$ cat src/rtl/stride_counter.sv
// Stride counter: steps by 2**STEP_LOG2 between 0 and an aligned runtime limit
// in up, down, bounce or hold mode, with a registered wrap/turnaround pulse.
//
// dir | meaning
// 1   | moving up (bounce); also the resting value outside bounce
// 0   | moving down (bounce)
module stride_counter #(
    parameter int WIDTH     = 4,
    parameter int STEP_LOG2 = 1
) (
    input  logic             clk,
    input  logic             reset,
    input  logic             en,
    input  logic             clr,
    input  logic             load,
    input  logic [WIDTH-1:0] load_val,
    input  logic [1:0]       mode,
    input  logic [WIDTH-1:0] limit,
    output logic [WIDTH-1:0] count,
    output logic             dir,
    output logic             wrap,
    output logic             at_limit
);
    localparam logic [1:0] MODE_UP     = 2'b00;
    localparam logic [1:0] MODE_DOWN   = 2'b01;
    localparam logic [1:0] MODE_BOUNCE = 2'b10;
    localparam logic [1:0] MODE_HOLD   = 2'b11;

    localparam logic [WIDTH-1:0] STEP  = WIDTH'(1) << STEP_LOG2;
    localparam logic [WIDTH-1:0] ALIGN = ~(STEP - WIDTH'(1));

    logic [WIDTH-1:0] lim_a;
    logic [WIDTH-1:0] ld_a;
    logic [WIDTH-1:0] count_n;
    logic             dir_n;
    logic             wrap_n;
    logic [WIDTH:0]   sum_up;
    logic             fits_up;
    logic             fits_dn;

    assign lim_a   = limit & ALIGN;
    assign ld_a    = load_val & ALIGN;
    // One extra bit so count + STEP cannot alias back below an all-ones limit.
    assign sum_up  = {1'b0, count} + {1'b0, STEP};
    assign fits_up = (sum_up <= {1'b0, lim_a});
    assign fits_dn = (count >= STEP);

    always_ff @(posedge clk or posedge reset) begin
        if (reset) begin
            count <= '0;
            dir   <= 1'b1;
            wrap  <= 1'b0;
        end else begin
            count <= count_n;
            dir   <= dir_n;
            wrap  <= wrap_n;
        end
    end

    always_comb begin
        count_n = count;
        dir_n   = dir;
        wrap_n  = 1'b0;
        if (clr) begin
            count_n = '0;
            dir_n   = 1'b1;
        end else if (load) begin
            count_n = (ld_a <= lim_a) ? ld_a : '0;
        end else if (en && (mode != MODE_HOLD)) begin
            if (lim_a == '0) begin
                count_n = '0;
            end else if (count > lim_a) begin
                // Limit was lowered under the count: restart cleanly from 0.
                count_n = '0;
                dir_n   = 1'b1;
                wrap_n  = 1'b1;
            end else begin
                case (mode)
                    MODE_UP: begin
                        if (fits_up) begin
                            count_n = sum_up[WIDTH-1:0];
                        end else begin
                            count_n = '0;
                            wrap_n  = 1'b1;
                        end
                    end
                    MODE_DOWN: begin
                        if (fits_dn) begin
                            count_n = count - STEP;
                        end else begin
                            count_n = lim_a;
                            wrap_n  = 1'b1;
                        end
                    end
                    MODE_BOUNCE: begin
                        if (dir) begin
                            if (fits_up) begin
                                count_n = sum_up[WIDTH-1:0];
                            end else begin
                                count_n = lim_a - STEP;
                                dir_n   = 1'b0;
                                wrap_n  = 1'b1;
                            end
                        end else begin
                            if (fits_dn) begin
                                count_n = count - STEP;
                            end else begin
                                count_n = STEP;
                                dir_n   = 1'b1;
                                wrap_n  = 1'b1;
                            end
                        end
                    end
                    default: begin
                        count_n = count;
                    end
                endcase
            end
        end
    end

    always_comb begin
        at_limit = (count == lim_a);
    end

endmodule

$ cat config.mk
export PLATFORM = sky130hd
export DESIGN_NAME = stride_counter
export DESIGN_NICKNAME = d
export VERILOG_FILES = /design/src/rtl/stride_counter.sv
export SDC_FILE = /design/constraint.sdc
export NUM_CORES = 1
export LEC_CHECK = 0
export BUFFER_PORTS_ARGS = -buffer_cell sky130_fd_sc_hd__buf_2
export CAP_MARGIN = 25
export CORE_MARGIN = 3
export CORE_UTILIZATION = 55
export CTS_BUF_LIST = sky130_fd_sc_hd__clkbuf_8
export CTS_CLUSTER_SIZE = 28
export DETAILED_ROUTE_END_ITERATION = 8
export PLACE_DENSITY = 0.86
export SYNTH_ARGS = -nofsm -noshare
export SYNTH_HDL_FRONTEND = slang
export SYNTH_SLANG_ARGS = --single-unit
export TNS_END_PERCENT = 20
$ cat constraint.sdc
create_clock -name clk -period 3.8 [get_ports clk]
set_clock_uncertainty 0.2 [all_clocks]
set_input_delay 0.57 -clock clk [delete_from_list [all_inputs] [get_ports clk]]
set_output_delay 0.57 -clock clk [all_outputs]
set_load 0.1 [all_outputs]
# ---- After elaboration in Yosys (flattened, before gate mapping)
# Cells that the tools add are included.
dict set report totals {
  input_bits 15
  output_inout_bits 7
  wordCells 54
  regBits 6
}
dict set report classes {
  mux 29
  n_eq_ne 6
  magnitude_cmp 4
  n_reduce_logical 9
  add_sub_neg 3
}
# cell count
set ops {}
lappend ops {{4-bit two-way mux} 11}
lappend ops {{1-bit two-way mux} 16}
lappend ops {{4-bit case mux with 3 select lines} 1}
lappend ops {{4-bit by 2-bit subtractor with 4-bit output, second input constant} 2}
lappend ops {{7-bit nonzero test} 1}
lappend ops {{2-bit != test, second input constant} 3}
lappend ops {{3-bit nonzero test} 2}
lappend ops {{4-bit by 2-bit adder with 5-bit output, second input constant} 1}
lappend ops {{5-bit by 4-bit less-or-equal comparator with 1-bit output} 1}
lappend ops {{4-bit equality test} 1}
lappend ops {{4-bit by 2-bit greater-or-equal comparator with 1-bit output, second input constant} 1}
lappend ops {{4-bit greater-than comparator} 1}
lappend ops {{4-bit less-or-equal comparator} 1}
lappend ops {{4-bit zero test} 1}
lappend ops {{4-bit AND reduction} 1}
lappend ops {{1-bit case mux with 3 select lines} 1}
lappend ops {{2-bit by 1-bit equality test with 1-bit output, second input constant} 1}
lappend ops {{2-bit equality test, second input constant} 1}
lappend ops {{2-bit zero test} 1}
lappend ops {{2-bit AND reduction} 1}
lappend ops {{2-bit nonzero test} 1}
lappend ops {{1-bit logical AND} 1}

# ---- Depth between registers and ports, before layout
dict set report depth {
  depth_word 10
  mapped_depth 10
  mapped_depth_nobuf 9
}

# ---- Least setup slack after synthesis
# No wires, ideal clock.
dict set report synth_timing {
  path_type {register to register}
  startpoint {reg count[1]}
  endpoint {reg dir}
  setup_time_ns 0.084
  synth_period_minus_slack_ns 3.690
  slack_ns 0.110
  t_required_ns 3.516
  t_arrival_ns 3.406
  path_stages_with_launch 9
  n_path_buf 1
  cell_sequence {dfrtp_1 -> buf_2 -> inv_1 -> ha_1 -> and3_1 -> a21oi_1 -> or4_1 -> o32ai_1 -> nand2b_1}
}
dict set report synth_via {
  elab_chain_cells 10
  word_cells_on_any_way 15
  classes_between {add/sub (1); order compare (3); mux (9); reduce/logical (2)}
}
# item line
set synth_lines {}
lappend synth_lines {{start, declared} 19} ;# output logic [WIDTH-1:0] count,
lappend synth_lines {{start signal, assigned} 54} ;# count <= count_n;
lappend synth_lines {{4-bit by 2-bit adder with 5-bit output} 44} ;# assign sum_up = {1'b0, count} + {1'b0, STEP};
lappend synth_lines {{5-bit by 4-bit less-or-equal comparator with 1-bit output} 45} ;# assign fits_up = (sum_up <= {1'b0, lim_a});
lappend synth_lines {{1-bit two-way mux} 97} ;# if (fits_up) begin
lappend synth_lines {{1-bit two-way mux} 96} ;# if (dir) begin
lappend synth_lines {{1-bit two-way mux} 78} ;# case (mode)
lappend synth_lines {{1-bit two-way mux} 72} ;# end else if (count > lim_a) begin
lappend synth_lines {{1-bit two-way mux} 70} ;# if (lim_a == '0) begin
lappend synth_lines {{1-bit two-way mux} 69} ;# end else if (en && (mode != MODE_HOLD)) begin
lappend synth_lines {{1-bit two-way mux} 67} ;# end else if (load) begin
lappend synth_lines {{1-bit two-way mux} 64} ;# if (clr) begin
lappend synth_lines {{end signal, assigned} 55} ;# dir <= dir_n;
lappend synth_lines {{end, declared} 20} ;# output logic dir,
# Parallel ways exist; a longest one is shown, timed or not. The select of a mux whose other input is x is not followed.
# A chain may end at the register's enable or synchronous reset.

# ---- Worst setup path after layout
dict set report layout_timing {
  startpoint {reg count[1]}
  endpoint {reg count[3]}
}
dict set report layout_via {
  elab_chain_cells 10
  word_cells_on_any_way 18
  classes_between {add/sub (2); order compare (3); mux (11); reduce/logical (2)}
}
# item line
set layout_lines {}
lappend layout_lines {{4-bit by 2-bit adder with 5-bit output} 44}
lappend layout_lines {{5-bit by 4-bit less-or-equal comparator with 1-bit output} 45}
lappend layout_lines {{4-bit two-way mux} 97}
lappend layout_lines {{4-bit two-way mux} 96}
lappend layout_lines {{4-bit case mux with 3 select lines} 78}
lappend layout_lines {{4-bit two-way mux} 72}
lappend layout_lines {{4-bit two-way mux} 70}
lappend layout_lines {{4-bit two-way mux} 69}
lappend layout_lines {{4-bit two-way mux} 67}
lappend layout_lines {{4-bit two-way mux} 64}
# Parallel ways exist; a longest one is shown, timed or not. The select of a mux whose other input is x is not followed.

==> flow_summary.toml <==
[yosys]
yosys.area_share.simple = 0.209
syn_nets = 147
synth_xor_area_frac = 0.0284
synth_top_family_by_area = "compound AO/OA/AOI/OAI gates"
synth_area_um2 = 926
synth-edff-count = 0
syn_avg_cell_area_um2 = 8.12
synthCells = 114
synth.yosys.seq_area_share = 0.136
yosys.area_share.adder = 0.243
yosys_warnings = 0
synth_cell_types = 38
ys_ff_latch = 5
synth_compound_area_frac = 0.249
ys.flop_type = "dfrtp_1"
synthArstFlopShare = 1.00
synthMuxAreaShare = 0.0324

[routing]
via_per_inst = 6.23
finalWirelength_um = 2240
ant_nets = 0
drt-wirelength-per-cell_um = 15.1
vias = 922
drt_iter0_markers = 35
dr.pass1.iters = 4
drc_errors = 0

[timing]
setup_viol = 0
fmax_mhz = 315
setup_slack_ns = 0.627
slew_violations = 0
maxSlewHeadroom = 0.650
period_minus_slack_ns = 3.17
setup-tns-final_ns = 0
hold_violations = 0
grt_setup_unrepaired = "false"
post-route-period-util = 0.835
tightestPinTransition_ns = 0.522

[floorplanning]
die_y_um = 47.0
initial_utilization = 0.601
pin_count = 22
coreArea_um2 = 1540
fp-row-count = 14
fp.dieArea_um2 = 2210
die_x_um = 47.0

[setup_path]
cp.arrival_ns = 3.10
start_kind = "flop"
crit_path_max_fanout = 12
critPathKind = "flop to flop"
critPathCaptureType = "flop"
required_ns = 3.72

[clock_tree]
cts_tree = "yes"
post_cts_buffers = 0
clkTransAtPathRegs_ns = 0.03
cts_resized = 0
cts_buffers = 3
cts_num_sinks = 5
clock_latency_ns = 0.22
cts_htree_levels = 1
hold_buffers = 0
root_buffer = "clkbuf_8"
clockBufferDepth = 2

[placed_design]
io_buffers = 18
hpwl_um = 1810
gp_congestion = 0.896
post-place-ws_ns = 0.691

[grt]
grt_pass1_wl_um = 3700
grt_max_degree = 13
antenna_found_initial = 0
overflow = 0
grt_use_total = 0.229
grt_pass1_vias = 924

[power]
seq_power_share = 0.185
sw_frac_of_total = 0.490
netSwitchingPower_uw = 200
p_leak_uw = 0.000521
irDropWorstVdd_mv = 0.199
power_density_nw_per_um2 = 391
p_int_uw = 208
power_frac_comb = 0.588
power.share.clock = 0.227

[finish]
layout.nets = 166
final_cell_mix = "ha_1 (18), buf_2 (18), inv_1 (15), a21oi_1 (10), o21ai_0 (7)"
drive_gt1_frac = 0.189
antenna_cells = 0
synthToLayoutAreaGrowth_pct = 12.7

[flow_run]
max-cap-violations = 0

[outcome]
status = "finished clean"

[min_path]
hp-class = "input port to async pin"
[path summary, 6_finish.rpt]
kind | to | cells after the start | from | slack, ns
setup reg to reg | count[3] | 9 | count[1] | 0.63
min in group clk | dir | 2 | clr | 0.39
hold reg to reg | dir | 2 | dir | 0.41
hold / removal | count[1] | 2 | reset | 0.03
setup / recovery | count[3] | 9 | count[1] | 0.63
max in group asynchronous | dir | 2 | reset | 3.13
[cells in the mapped netlist, drive strengths merged (2+ instances only)]
| library cell | number | area, µm² |
|---|---|---|
| xor2 | 3 | 26.3 |
| nand3b | 2 | 15.0 |
| nand2 | 2 | 7.51 |
| o21ai | 9 | 45.0 |
| nor2b | 2 | 12.5 |
| dfrtp | 4 | 100 |
| ha | 18 | 225 |
| or4 | 3 | 22.5 |
| o31ai | 2 | 15.0 |
| nor3 | 2 | 10.0 |
| inv | 14 | 52.6 |
| a22oi | 3 | 22.5 |
| nor3b | 2 | 15.0 |
| a211oi | 4 | 30.0 |
| nand3 | 2 | 10.0 |
| nor2 | 5 | 18.8 |
| a21oi | 10 | 50.1 |
| mux2i | 3 | 30.0 |
| buf | 3 | 23.8 |
| nand2b | 5 | 31.3 |
| a311oi | 2 | 17.5 |
| nor4 | 2 | 27.5 |
[registers in the layout, summed over array words and instances (netlist names)]
| signal | flops |
|---|---|
| wrap | 1 |
| count | 3 |
| dir | 1 |
[metrics by stage]
| stage | cells | hold WS (ns) | utilization | power (µW) | instance area [µm²] |
|---|---|---|---|---|---|
| 2_1_floorplan | 114 | 0.148 | - | 265 | 926 |
| 3_3_place_gp | 144 | 0.261 | 0.648 | 302 | 998 |
| 3_5_place_dp | 144 | 0.267 | 0.648 | 312 | 998 |
| 4_1_cts | 148 | 0.0362 | 0.677 | 408 | 1040 |
| 5_1_grt | 148 | 0.0443 | 0.677 | 440 | 1040 |
| 6_report | 148 | 0.0342 | 0.677 | 408 | 1040 |
[routing by layer]
layer | part of all wire | routed length, µm | track usage
met1 | 0.43 | 959 | 0.269
met2 | 0.50 | 1130 | 0.379
met3 | 0.045 | 100 | 0.0383
met4 | 0.023 | 51 | 0.149
met5 | 0 | 0 | 0
[power groups by stage]
stage	logic (µW)	clock network, µW	registers, µW
2_1_floorplan	160	0	105
3_3_place_gp	226	0	75.9
3_5_place_dp	236	0	76.0
4_1_cts	237	95.4	75.4
5_1_grt	263	100	77.0
6_report	240	92.9	75.5
[cells by family (layout without fill, tap and decap cells)]
logic type	count (synthesis)	after routing
buffers and inverters	18	36
adder cells (fa/ha/maj)	18	18
XOR/XNOR	3	3
flip-flops	5	5
AO/OA/AOI/OAI	36	36
other	1	1
AND/OR/NAND/NOR	30	30
multiplexers	3	3
[area by class of cell]
cell class,count,area [µm²]
sequential,5,126
timing repair buffer,18,90.1
inverter,14,52.6
multi-input combinational,91,709
tap,16,20.0
clock buffer,3,41.3
fill,133,498
clock inverter,1,3.75
[critical path, stage by stage, from the launching register on]
cell and delay [ns]:
dfrtp_1 0.60, ha_1 0.27, xor2_1 0.28, ha_1 0.32, a21oi_1 0.21, a21oi_1 0.16
a31oi_1 0.44, mux2i_1 0.15, o211a_1 0.23, o31ai_1 0.22
Note: power is estimated with default switching activity, not from simulation.
